File: config.mk
export PLATFORM = sky130hd
export DESIGN_NAME = wb_pipe_stage
export DESIGN_NICKNAME = d
export VERILOG_FILES = /design/src/rtl/wb_pipe_stage.sv
export SDC_FILE = /design/constraint.sdc
export NUM_CORES = 1
export LEC_CHECK = 0
export BUFFER_PORTS_ARGS = -buffer_cell sky130_fd_sc_hd__buf_2
export CAP_MARGIN = 20
export CORE_UTILIZATION = 30
export DETAILED_ROUTE_END_ITERATION = 8
export GPL_ROUTABILITY_DRIVEN = 0
export PLACE_DENSITY = 0.55
export SETUP_SLACK_MARGIN = 0.4
export SLEW_MARGIN = 15
export SYNTH_ARGS = -nofsm -noshare
export SYNTH_HDL_FRONTEND = slang
export SYNTH_SLANG_ARGS = --single-unit
File: constraint.sdc
create_clock -name clk -period 1.66 [get_ports clk]
set_clock_uncertainty 0.05 [all_clocks]
set_input_delay 0.332 -clock clk [delete_from_list [all_inputs] [get_ports clk]]
set_output_delay 0.332 -clock clk [all_outputs]
set_load 0.05 [all_outputs]
File: src/rtl/wb_pipe_stage.sv
// Writeback pipeline stage: holds MEM-side entries and presents the selected result to the register file.
// Define WB_SKID_EN for a 2-entry skid buffer with registered in_ready; default is a single entry register.
module wb_pipe_stage #(
    parameter int XLEN = 32,
    parameter int REGW = 5
) (
    input  logic            clk,
    input  logic            reset,
    input  logic            flush,
    input  logic            in_valid,
    output logic            in_ready,
    input  logic            RegWriteM,
    input  logic [1:0]      ResultSrcM,
    input  logic [REGW-1:0] rdM,
    input  logic [XLEN-1:0] ALUResultM,
    input  logic [XLEN-1:0] ReadDataM,
    input  logic [XLEN-1:0] PCplus4M,
    input  logic [XLEN-1:0] ImmExtM,
    output logic            out_valid,
    input  logic            out_ready,
    output logic            RegWriteW,
    output logic [REGW-1:0] rdW,
    output logic [XLEN-1:0] ResultW,
    output logic [1:0]      state_dbg
);

    // Handshake: a transfer happens on a rising edge where valid and ready are both 1;
    // valid never depends on ready, and a presented entry holds until it is taken.

    typedef struct packed {
        logic            regwrite;
        logic [1:0]      src;
        logic [REGW-1:0] rd;
        logic [XLEN-1:0] alu;
        logic [XLEN-1:0] mem;
        logic [XLEN-1:0] pc4;
        logic [XLEN-1:0] imm;
    } entry_t;

    entry_t     in_entry;
    entry_t     head_q;
    logic [1:0] state_q;
    logic       accept;
    logic       retire;

    assign in_entry  = {RegWriteM, ResultSrcM, rdM, ALUResultM, ReadDataM, PCplus4M, ImmExtM};
    assign accept    = in_valid & in_ready;
    assign retire    = out_valid & out_ready;
    assign state_dbg = state_q;

`ifdef WB_SKID_EN
    localparam logic [1:0] S_EMPTY = 2'd0;
    localparam logic [1:0] S_ONE   = 2'd1;
    localparam logic [1:0] S_TWO   = 2'd2;

    entry_t skid_q;
    logic   in_ready_q;

    assign in_ready  = in_ready_q;
    assign out_valid = (state_q != S_EMPTY);

    always_ff @(posedge clk) begin
        if (!reset) begin
            state_q    <= S_EMPTY;
            head_q     <= '0;
            skid_q     <= '0;
            in_ready_q <= 1'b1;
        end else if (flush) begin
            state_q    <= S_EMPTY;
            in_ready_q <= 1'b1;
        end else begin
            case (state_q)
                S_EMPTY: begin
                    if (accept) begin
                        head_q  <= in_entry;
                        state_q <= S_ONE;
                    end
                end
                S_ONE: begin
                    if (accept && retire) begin
                        head_q <= in_entry;
                    end else if (accept) begin
                        skid_q     <= in_entry;
                        state_q    <= S_TWO;
                        in_ready_q <= 1'b0;
                    end else if (retire) begin
                        state_q <= S_EMPTY;
                    end
                end
                S_TWO: begin
                    // in_ready is 0 here, so only a retire can occur; the skid entry becomes head.
                    if (retire) begin
                        head_q     <= skid_q;
                        state_q    <= S_ONE;
                        in_ready_q <= 1'b1;
                    end
                end
                default: begin
                    state_q    <= S_EMPTY;
                    in_ready_q <= 1'b1;
                end
            endcase
        end
    end
`else
    localparam logic [1:0] S_EMPTY = 2'd0;
    localparam logic [1:0] S_FULL  = 2'd1;

    assign out_valid = (state_q == S_FULL);
    assign in_ready  = !out_valid || out_ready;

    always_ff @(posedge clk) begin
        if (!reset) begin
            state_q <= S_EMPTY;
            head_q  <= '0;
        end else if (flush) begin
            state_q <= S_EMPTY;
        end else if (accept) begin
            // Covers both a fill and an in-place replace on simultaneous retire.
            head_q  <= in_entry;
            state_q <= S_FULL;
        end else if (retire) begin
            state_q <= S_EMPTY;
        end
    end
`endif

    always_comb begin
        ResultW = head_q.alu;
        case (head_q.src)
            2'b00:   ResultW = head_q.alu;
            2'b01:   ResultW = head_q.mem;
            2'b10:   ResultW = head_q.pc4;
            default: ResultW = head_q.imm;
        endcase
    end

    assign rdW       = head_q.rd;
    assign RegWriteW = head_q.regwrite & out_valid & (|head_q.rd);

endmodule
==> results.sh, run 1 <==
export IMPL_synth_top_area_share_pct=43.7
export IMPL_cp_max_fo=9
export IMPL_ir_drop_v=0.000608
export IMPL_final_layout_size_suffix_gt1_share_pct=37.8
export IMPL_fin_ws_ps=-439
export IMPL_final_common_cell="nand2_1"
export IMPL_hp_class="in2reg"
export IMPL_arrival_ps=1720
export IMPL_grt_pass1_vias=5269
export IMPL_syn_nets=786
export IMPL_cp_required_ps=1280
export IMPL_track_usage_pct=16.9
export IMPL_crit_path_max_incr_delay_ps=540
export IMPL_cts_hold_buf=0
export IMPL_ys_top_cells_by_area="dfxtp_1, mux2i_1, nand2_1, mux4_2, buf_4"
export IMPL_synth_area_mm2=0.00627
export IMPL_synth_area_leader_cell="dfxtp_1"
export IMPL_hold_violations=0
export IMPL_dieArea_mm2=0.0215
export IMPL_critPathLaunchType="register"
export IMPL_clock_sinks=137
export IMPL_drv_slew=0
export IMPL_cts_tree="yes"
export IMPL_io_pins=183
export IMPL_core_area_mm2=0.0204
export IMPL_grt_pass1_wl_mm=27.8
export IMPL_end_kind="primary output"
export IMPL_die_y_um=147
export IMPL_fillers=1919
export IMPL_dp_hpwl_mm=10.9
export IMPL_grt_setup_unrepaired="true"
export IMPL_yosys_warnings=0
export IMPL_crit_chain="buf_12 -> mux4_2 -> buf_6"
export IMPL_synth_seq_cells=137
export IMPL_fin_crit_ps=2100
export IMPL_rows=52
export IMPL_power_density_mw_per_mm2=1000
export IMPL_port_buffers=181
export IMPL_overflow=0
export IMPL_htree_levels=4
export IMPL_first_pass_iters=4
export IMPL_drtIter0Drc=149
export IMPL_areaGrowthSynthToFinish_pct=49.4
export IMPL_wl_mm=17.5
export IMPL_max_freq_mhz=476
export IMPL_final_cell_mix="nand2_1, buf_2, mux2i_1, dfxtp_1, buf_6"
export IMPL_cts_buffers_inserted=17
export IMPL_yosysSeqAreaShare_pct=43.7
export IMPL_status="complete, but fails checks"
export IMPL_synthCells=645
export IMPL_grt_max_degree=46
export IMPL_cap_violations=0
export IMPL_worstSetupPathType="reg2out"
export IMPL_root_buffer="clkbuf_16"
export IMPL_ant_nets=0
export IMPL_die_x_um=147
export IMPL_p_leak_nw=3.97
export IMPL_num_vias=5041
export IMPL_cts_buffer_depth=2
export IMPL_whs_ps=106
export IMPL_clk_transition_reported_paths_ps=60
export IMPL_violations="negative setup slack"
export IMPL_fin_crit_sh_pct=126
export IMPL_antenna_found_initial=0
export IMPL_final_nets=996
export IMPL_post_drt_wl_per_cell_um=15.4
export IMPL_start_util_pct=30.8
export IMPL_drc_errors=0
export IMPL_setup_violations_final=33
export IMPL_avgSynthCellArea_um2=9.72
export IMPL_clock_latency_ps=410
export IMPL_ys_types=17
export IMPL_fin_setup_tns_ps=-12810
export IMPL_via_per_inst=4.43
export IMPL_cp_slowest_cell="mux4_2"
## cell type report
type / instances / area [µm²] / share of cell area [%]
Clock buffer: 22 / 474 / 5.06
Clock inverter: 10 / 189 / 2.02
Timing Repair Buffer: 251 / 2400 / 25.6
Tap cell: 270 / 338 / 3.60
Sequential cell: 137 / 2760 / 29.5
Multi-Input combinational cell: 447 / 3200 / 34.1
Inverter: 1 / 6.26 / 0.0668
Antenna cell: 1 / 2.50 / 0.0267
## logic make-up (layout without fill, tap and decap cells)
logic type,after synthesis,count (layout),synth area share [%]
AND/OR/NAND/NOR,277,277,16.9
buffers and inverters,61,284,5.96
AO/OA/AOI/OAI,1,1,0.160
flip-flops,137,137,43.7
multiplexers,168,168,33.2
other,1,2,0.0598
## flip-flops by register name, indices dropped and copies added (netlist names)
| register | flops |
|---|---|
| state_dbg | 1 |
| rdW | 5 |
| head_q | 131 |
## timing repair
item | 4_1_cts | 5_1_grt
gates cloned | 14 | 1
setup endpoints to repair | 177 | 177
buffers inserted | 20 | 3
gates resized for setup | 149 | 5
pin swaps | 1 | 1
## metal layers
layer / global-route usage (%) / vias up / wire, µm
li1: - / 2566 / -
met1: 21.5 / 2333 / 8040
met2: 26.7 / 125 / 8200
met3: 5.34 / 17 / 962
met4: 5.78 / 0 / 285
met5: 0 / - / 0
## synth_stat cells
master / instances
nor2_1: 1
mux2i_1: 136
clkbuf_1: 30
buf_2: 4
nor3b_1: 1
dfxtp_1: 137
buf_8: 4
buf_12: 1
nor2b_2: 1
mux4_2: 32
conb_1: 1
nand2_1: 272
or3_1: 1
inv_1: 1
buf_4: 21
nor3b_2: 1
o311a_1: 1
## power by group
group          total, mW  switching (mW)  internal [mW]  leakage (nW)
clock network       4.27            1.48           2.80         0.321
logic               1.54           0.747          0.792          2.53
registers           3.56           0.102           3.46          1.13
total               9.38            2.33           7.05          3.97
## metrics by stage
step / power [mW] / utilization, % / instances / worst slack, ps / instance area, µm²
after global placement: 4.80 / 37.1 / 1068 / -79.3 / 7560
after floorplan: 4.46 / - / 645 / 37.1 / 6410
after CTS: 9.51 / 45.7 / 1134 / -473 / 9300
after global routing: 9.77 / 46.0 / 1138 / -502 / 9370
after detailed placement: 4.81 / 37.1 / 1068 / -57.8 / 7560
final: 9.38 / 46.0 / 1139 / -439 / 9370
## worst max-delay path, delay by kind of cell, from the launching register on
kind | cells | cell delay, ps
muxes | 1 | 540
DFF | 1 | 410
buffers and inverters | 2 | 350
## path summary, 6_finish.rpt
| kind | from | to | slack (ps) | cells past startpoint |
|---|---|---|---|---|
| worst min register to register | head_q[23] | head_q[23] | 400 | 2 |
| worst max-delay path | head_q[133] | ResultW[1] | -440 | 3 |
| worst max register to register | state_dbg[0] | head_q[72] | 10 | 8 |
| worst min-delay path | ImmExtM[15] | head_q[15] | 110 | 3 |
Power figures use the tool's default switching activity.
==> run 2: changes to the inputs <==
==> constraint.sdc (replaced) <==
create_clock -name clk -period 2.1 [get_ports clk]
set_clock_uncertainty 0.05 [all_clocks]
set_input_delay 0.42 -clock clk [delete_from_list [all_inputs] [get_ports clk]]
set_output_delay 0.42 -clock clk [all_outputs]
set_load 0.05 [all_outputs]
==> results.sh, run 2 (synthesis results as in run 1) <==
export IMPL_status="complete, but fails checks"
export IMPL_violations="negative setup slack"
export IMPL_crit_chain="buf_12 -> mux4_2 -> buf_6"
export IMPL_first_pass_iters=4
export IMPL_die_x_um=147
export IMPL_cts_hold_buf=0
export IMPL_combPwrFrac_pct=14.7
export IMPL_cap_violations=0
export IMPL_rows=52
export IMPL_clock_sinks=137
export IMPL_core_area_mm2=0.0204
export IMPL_worstHoldStart="flush"
export IMPL_netSwitchingFraction_pct=26.0
export IMPL_numPlacedInstances=1056
export IMPL_hold_depth=2
export IMPL_end_kind="primary output"
export IMPL_dp_hpwl_mm=10.1
export IMPL_critPathLaunchType="register"
export IMPL_crit_path_max_incr_delay_ps=530
export IMPL_areaGrowthSynthToFinish_pct=33.0
export IMPL_post_drt_wl_per_cell_um=13.8
export IMPL_grt_max_degree=66
export IMPL_clock_latency_ps=410
export IMPL_drtIter0Drc=157
export IMPL_grt_pass1_vias=4799
export IMPL_fin_crit_sh_pct=102
export IMPL_num_vias=4819
export IMPL_clk_transition_reported_paths_ps=60
export IMPL_htree_levels=4
export IMPL_power_mw=6.75
export IMPL_final_cell_mix="nand2_1, buf_2, mux2i_1, dfxtp_1, buf_6"
export IMPL_final_common_cell="nand2_1"
export IMPL_p_int_mw=4.99
export IMPL_root_buffer="clkbuf_16"
export IMPL_die_y_um=147
export IMPL_wl_mm=15.1
export IMPL_overflow=0
export IMPL_fin_util_pct=41.0
export IMPL_ant_nets=0
export IMPL_fin_ws_ps=-34.6
export IMPL_cts_tree="yes"
export IMPL_final_cells=1097
export IMPL_antenna_found_initial=3
export IMPL_drc_errors=0
export IMPL_r2r_start="state_dbg[0]"
export IMPL_final_layout_size_suffix_gt1_share_pct=33.8
export IMPL_final_nets=954
export IMPL_arrival_ps=1660
export IMPL_hold_violations=0
export IMPL_ff_latch_area_mm2=0.00275
export IMPL_via_per_inst=4.39
export IMPL_p_leak_nw=3.54
export IMPL_worstSetupPathType="reg2out"
export IMPL_cts_buffers_inserted=17
export IMPL_setup_violations_final=29
export IMPL_fin_crit_ps=2130
export IMPL_rr_endpoint="head_q[85]"
export IMPL_ir_drop_v=0.000513
export IMPL_dieArea_mm2=0.0215
export IMPL_cp_slowest_cell="mux4_2"
export IMPL_multi_input_area_mm2=0.00317
export IMPL_cts_buffer_depth=2
export IMPL_whs_ps=168
export IMPL_hp_class="in2reg"
export IMPL_track_usage_pct=14.2
export IMPL_regMostFlops="head_q"
export IMPL_largest_reg_flops=131
export IMPL_hold_end="state_dbg[0]"
export IMPL_start_util_pct=30.8
export IMPL_seqPwrFrac_pct=41.6
export IMPL_clkPwrFrac_pct=43.7
export IMPL_rrSetupSlack_ps=460
export IMPL_reg2reg_depth=4
export IMPL_port_buffers=181
export IMPL_max_freq_mhz=468
export IMPL_io_pins=183
export IMPL_grt_pass1_wl_mm=24.1
export IMPL_grt_setup_unrepaired="true"
export IMPL_cp_max_fo=12
export IMPL_p_switching_mw=1.75
export IMPL_drv_slew=0
export IMPL_power_density_mw_per_mm2=809
export IMPL_fillers=1996
export IMPL_cp_required_ps=1630
[run 2: cell types whose count changed in the layout (fill, tap and decap cells not counted), sizes merged]
cell | previous run | this run
buf | 249 | 205
bufinv | 5 | 2
clkinv | 3 | 7
clkinvlp | 1 | 3
inv | 2 | 1
[run 2: worst max-delay path by stage]
stage | from | end | slack [ps] | cells past startpoint
after floorplan | head_q[133] | ResultW[13] | 390 | 3
after global placement | head_q[133] | ResultW[10] | 320 | 3
after detailed placement | head_q[133] | ResultW[10] | 300 | 3
after CTS | head_q[133] | ResultW[10] | -70 | 3
after global routing | head_q[133] | ResultW[16] | -90 | 3
final | head_q[133] | ResultW[12] | -30 | 3
[run 2: power by group through the flow]
stage / registers (mW) / clock network, mW / logic (mW)
finish: 2.81 / 2.95 / 0.990
global route: 2.82 / 3.16 / 1.07
CTS: 2.81 / 3.03 / 0.986
detailed placement: 2.86 / 0 / 0.915
global placement: 2.87 / 0 / 0.905
floorplan: 2.84 / 0 / 0.662
[run 2: stage by stage]
stage | setup TNS (ps) | instance area [µm²] | setup WS [ps]
detailed placement | 0 | 7430 | 305
finish | -523 | 8340 | -34.6
global placement | 0 | 7430 | 317
CTS | -1540 | 8260 | -72.1
global route | -2470 | 8340 | -93.0
floorplan | 0 | 6320 | 389
[run 2: critical path: cells and delay by family (launching register included)]
family | cells | cell delay [ps]
buffers and inverters | 2 | 330
flip-flops | 1 | 370
multiplexers | 1 | 530
[run 2: per-layer routing]
metal  share of wire (%)  track usage (%)
met5               0.086                0
met4                 1.2             4.48
met3                 6.0             5.22
met2                  45             22.5
met1                  48             17.9
[run 2: repair_timing]
item                                   4_1_cts  5_1_grt
buffers inserted                             5        1
pin swaps                                    0        1
endpoints found under the hold margin        0        0
resized for setup                           71        5
setup endpoints to repair                   37       46
gates cloned                                 0        2
[run 2: layout make-up]
| class | instances | share of cell area [%] |
|---|---|---|
| Antenna cell | 1 | 0.0300 |
| Clock buffer | 20 | 5.47 |
| Clock inverter | 12 | 1.50 |
| Inverter | 1 | 0.0450 |
| Multi-Input combinational cell | 447 | 38.0 |
| Sequential cell | 137 | 33.0 |
| Tap cell | 270 | 4.05 |
| Timing Repair Buffer | 209 | 17.9 |
==> run 3: changes to the inputs <==
--- a/config.mk
+++ b/config.mk
@@ -12,6 +12,7 @@
 export GPL_ROUTABILITY_DRIVEN = 0
 export PLACE_DENSITY = 0.55
 export SETUP_SLACK_MARGIN = 0.4
+export SKIP_CTS_REPAIR_TIMING = 1
 export SLEW_MARGIN = 15
 export SYNTH_ARGS = -nofsm -noshare
 export SYNTH_HDL_FRONTEND = slang
==> results.sh, run 3 (synthesis results as in run 1) <==
export IMPL_status="complete, but fails checks"
export IMPL_violations="negative setup slack"
export IMPL_fin_ws_ps=-78.5
export IMPL_die_y_um=147
export IMPL_clk_transition_reported_paths_ps=60
export IMPL_ff_latch_area_mm2=0.00275
export IMPL_grt_pass1_wl_mm=23.9
export IMPL_grt_setup_unrepaired="true"
export IMPL_final_layout_size_suffix_gt1_share_pct=34.2
export IMPL_hp_class="in2reg"
export IMPL_clock_sinks=137
export IMPL_fin_crit_sh_pct=104
export IMPL_arrival_ps=1710
export IMPL_antenna_found_initial=3
export IMPL_final_nets=959
export IMPL_fillers=1997
export IMPL_cp_max_fo=15
export IMPL_post_drt_wl_per_cell_um=14.0
export IMPL_htree_levels=4
export IMPL_fin_util_pct=40.8
export IMPL_drtIter0Drc=140
export IMPL_power_density_mw_per_mm2=811
export IMPL_cp_required_ps=1630
export IMPL_rrSetupSlack_ps=480
export IMPL_cts_tree="yes"
export IMPL_via_per_inst=4.39
export IMPL_drc_errors=0
export IMPL_worstSetupPathType="reg2out"
export IMPL_seqPwrFrac_pct=41.6
export IMPL_dieArea_mm2=0.0215
export IMPL_netSwitchingFraction_pct=26.1
export IMPL_clkPwrFrac_pct=43.8
export IMPL_fin_crit_ps=2180
export IMPL_port_buffers=181
export IMPL_r2r_start="state_dbg[0]"
export IMPL_crit_start="head_q[133]"
export IMPL_track_usage_pct=14.1
export IMPL_whs_ps=165
export IMPL_num_vias=4835
export IMPL_p_switching_mw=1.76
export IMPL_root_buffer="clkbuf_16"
export IMPL_end_kind="primary output"
export IMPL_reg2reg_depth=6
export IMPL_largest_reg_flops=131
export IMPL_clock_latency_ps=410
export IMPL_final_common_cell="nand2_1"
export IMPL_fin_setup_tns_ps=-1110
export IMPL_cts_buffers_inserted=17
export IMPL_grt_pass1_vias=4733
export IMPL_regMostFlops="head_q"
export IMPL_core_area_mm2=0.0204
export IMPL_p_int_mw=4.98
export IMPL_setup_violations_final=26
export IMPL_final_cell_mix="nand2_1, buf_2, mux2i_1, dfxtp_1, mux4_2"
export IMPL_areaGrowthSynthToFinish_pct=32.5
export IMPL_drv_slew=0
export IMPL_ant_nets=0
export IMPL_multi_input_area_mm2=0.00317
export IMPL_overflow=0
export IMPL_p_leak_nw=3.55
export IMPL_wl_mm=15.4
export IMPL_hold_violations=0
export IMPL_power_mw=6.74
export IMPL_first_pass_iters=4
export IMPL_io_pins=183
export IMPL_cap_violations=0
export IMPL_grt_max_degree=66
export IMPL_critPathLaunchType="register"
export IMPL_cts_buffer_depth=2
export IMPL_rows=52
export IMPL_setup_worst_path_end="ResultW[10]"
export IMPL_die_x_um=147
export IMPL_ir_drop_v=0.000515
export IMPL_start_util_pct=30.8
export IMPL_rr_endpoint="head_q[69]"
export IMPL_combPwrFrac_pct=14.5
export IMPL_max_freq_mhz=459
export IMPL_dp_hpwl_mm=10.1
run 3: cell count changes in the layout (fill, tap and decap cells not counted), sizes merged:
| cell | previous run | this run |
|---|---|---|
| buf | 205 | 210 |
run 3: how the worst min path moves through the flow:
stage	start	endpoint	cells past startpoint
2_1_floorplan	head_q[32]	head_q[32]	2
3_3_place_gp	head_q[89]	head_q[89]	2
3_5_place_dp	head_q[89]	head_q[89]	2
4_1_cts	flush	state_dbg[0]	2
5_1_grt	flush	state_dbg[0]	2
6_report	flush	state_dbg[0]	2
run 3: critical path, cell delays in order (launching register included):
cell	delay [ps]
dfxtp_4	370
buf_12	170
mux4_2	520
buf_2	230
run 3: power by group through the flow:
| stage | Sequential, mW | Clock [mW] | Combinational, mW |
|---|---|---|---|
| after floorplan | 2.84 | 0 | 0.662 |
| after global placement | 2.87 | 0 | 0.905 |
| after detailed placement | 2.86 | 0 | 0.915 |
| after CTS | 2.81 | 3.03 | 0.917 |
| after global routing | 2.82 | 3.16 | 1.06 |
| final | 2.81 | 2.96 | 0.980 |
run 3: metal layers:
metal	GRT usage, %	vias to the layer above	part of all wire (%)
li1	-	2491	-
met1	17.8	2205	47
met2	22.1	124	46
met3	5.19	13	6.1
met4	4.58	2	1.2
met5	0	-	0.084
run 3: metrics by stage:
stage	setup slack [ps]	std cells	instance area, µm²
final	-78.5	1102	8310
after global routing	-135	1101	8310
after CTS	-147	1088	8010
after detailed placement	305	1056	7430
after global placement	317	1056	7430
after floorplan	389	645	6320
run 3: final cells by class:
| cell class | instances | share of cell area [%] |
|---|---|---|
| clock buffer | 20 | 5.49 |
| inverter | 1 | 0.0452 |
| antenna | 1 | 0.0301 |
| clock inverter | 12 | 1.51 |
| tap | 270 | 4.06 |
| multi-input combinational | 447 | 38.2 |
| sequential | 137 | 33.1 |
| timing repair buffer | 214 | 17.6 |
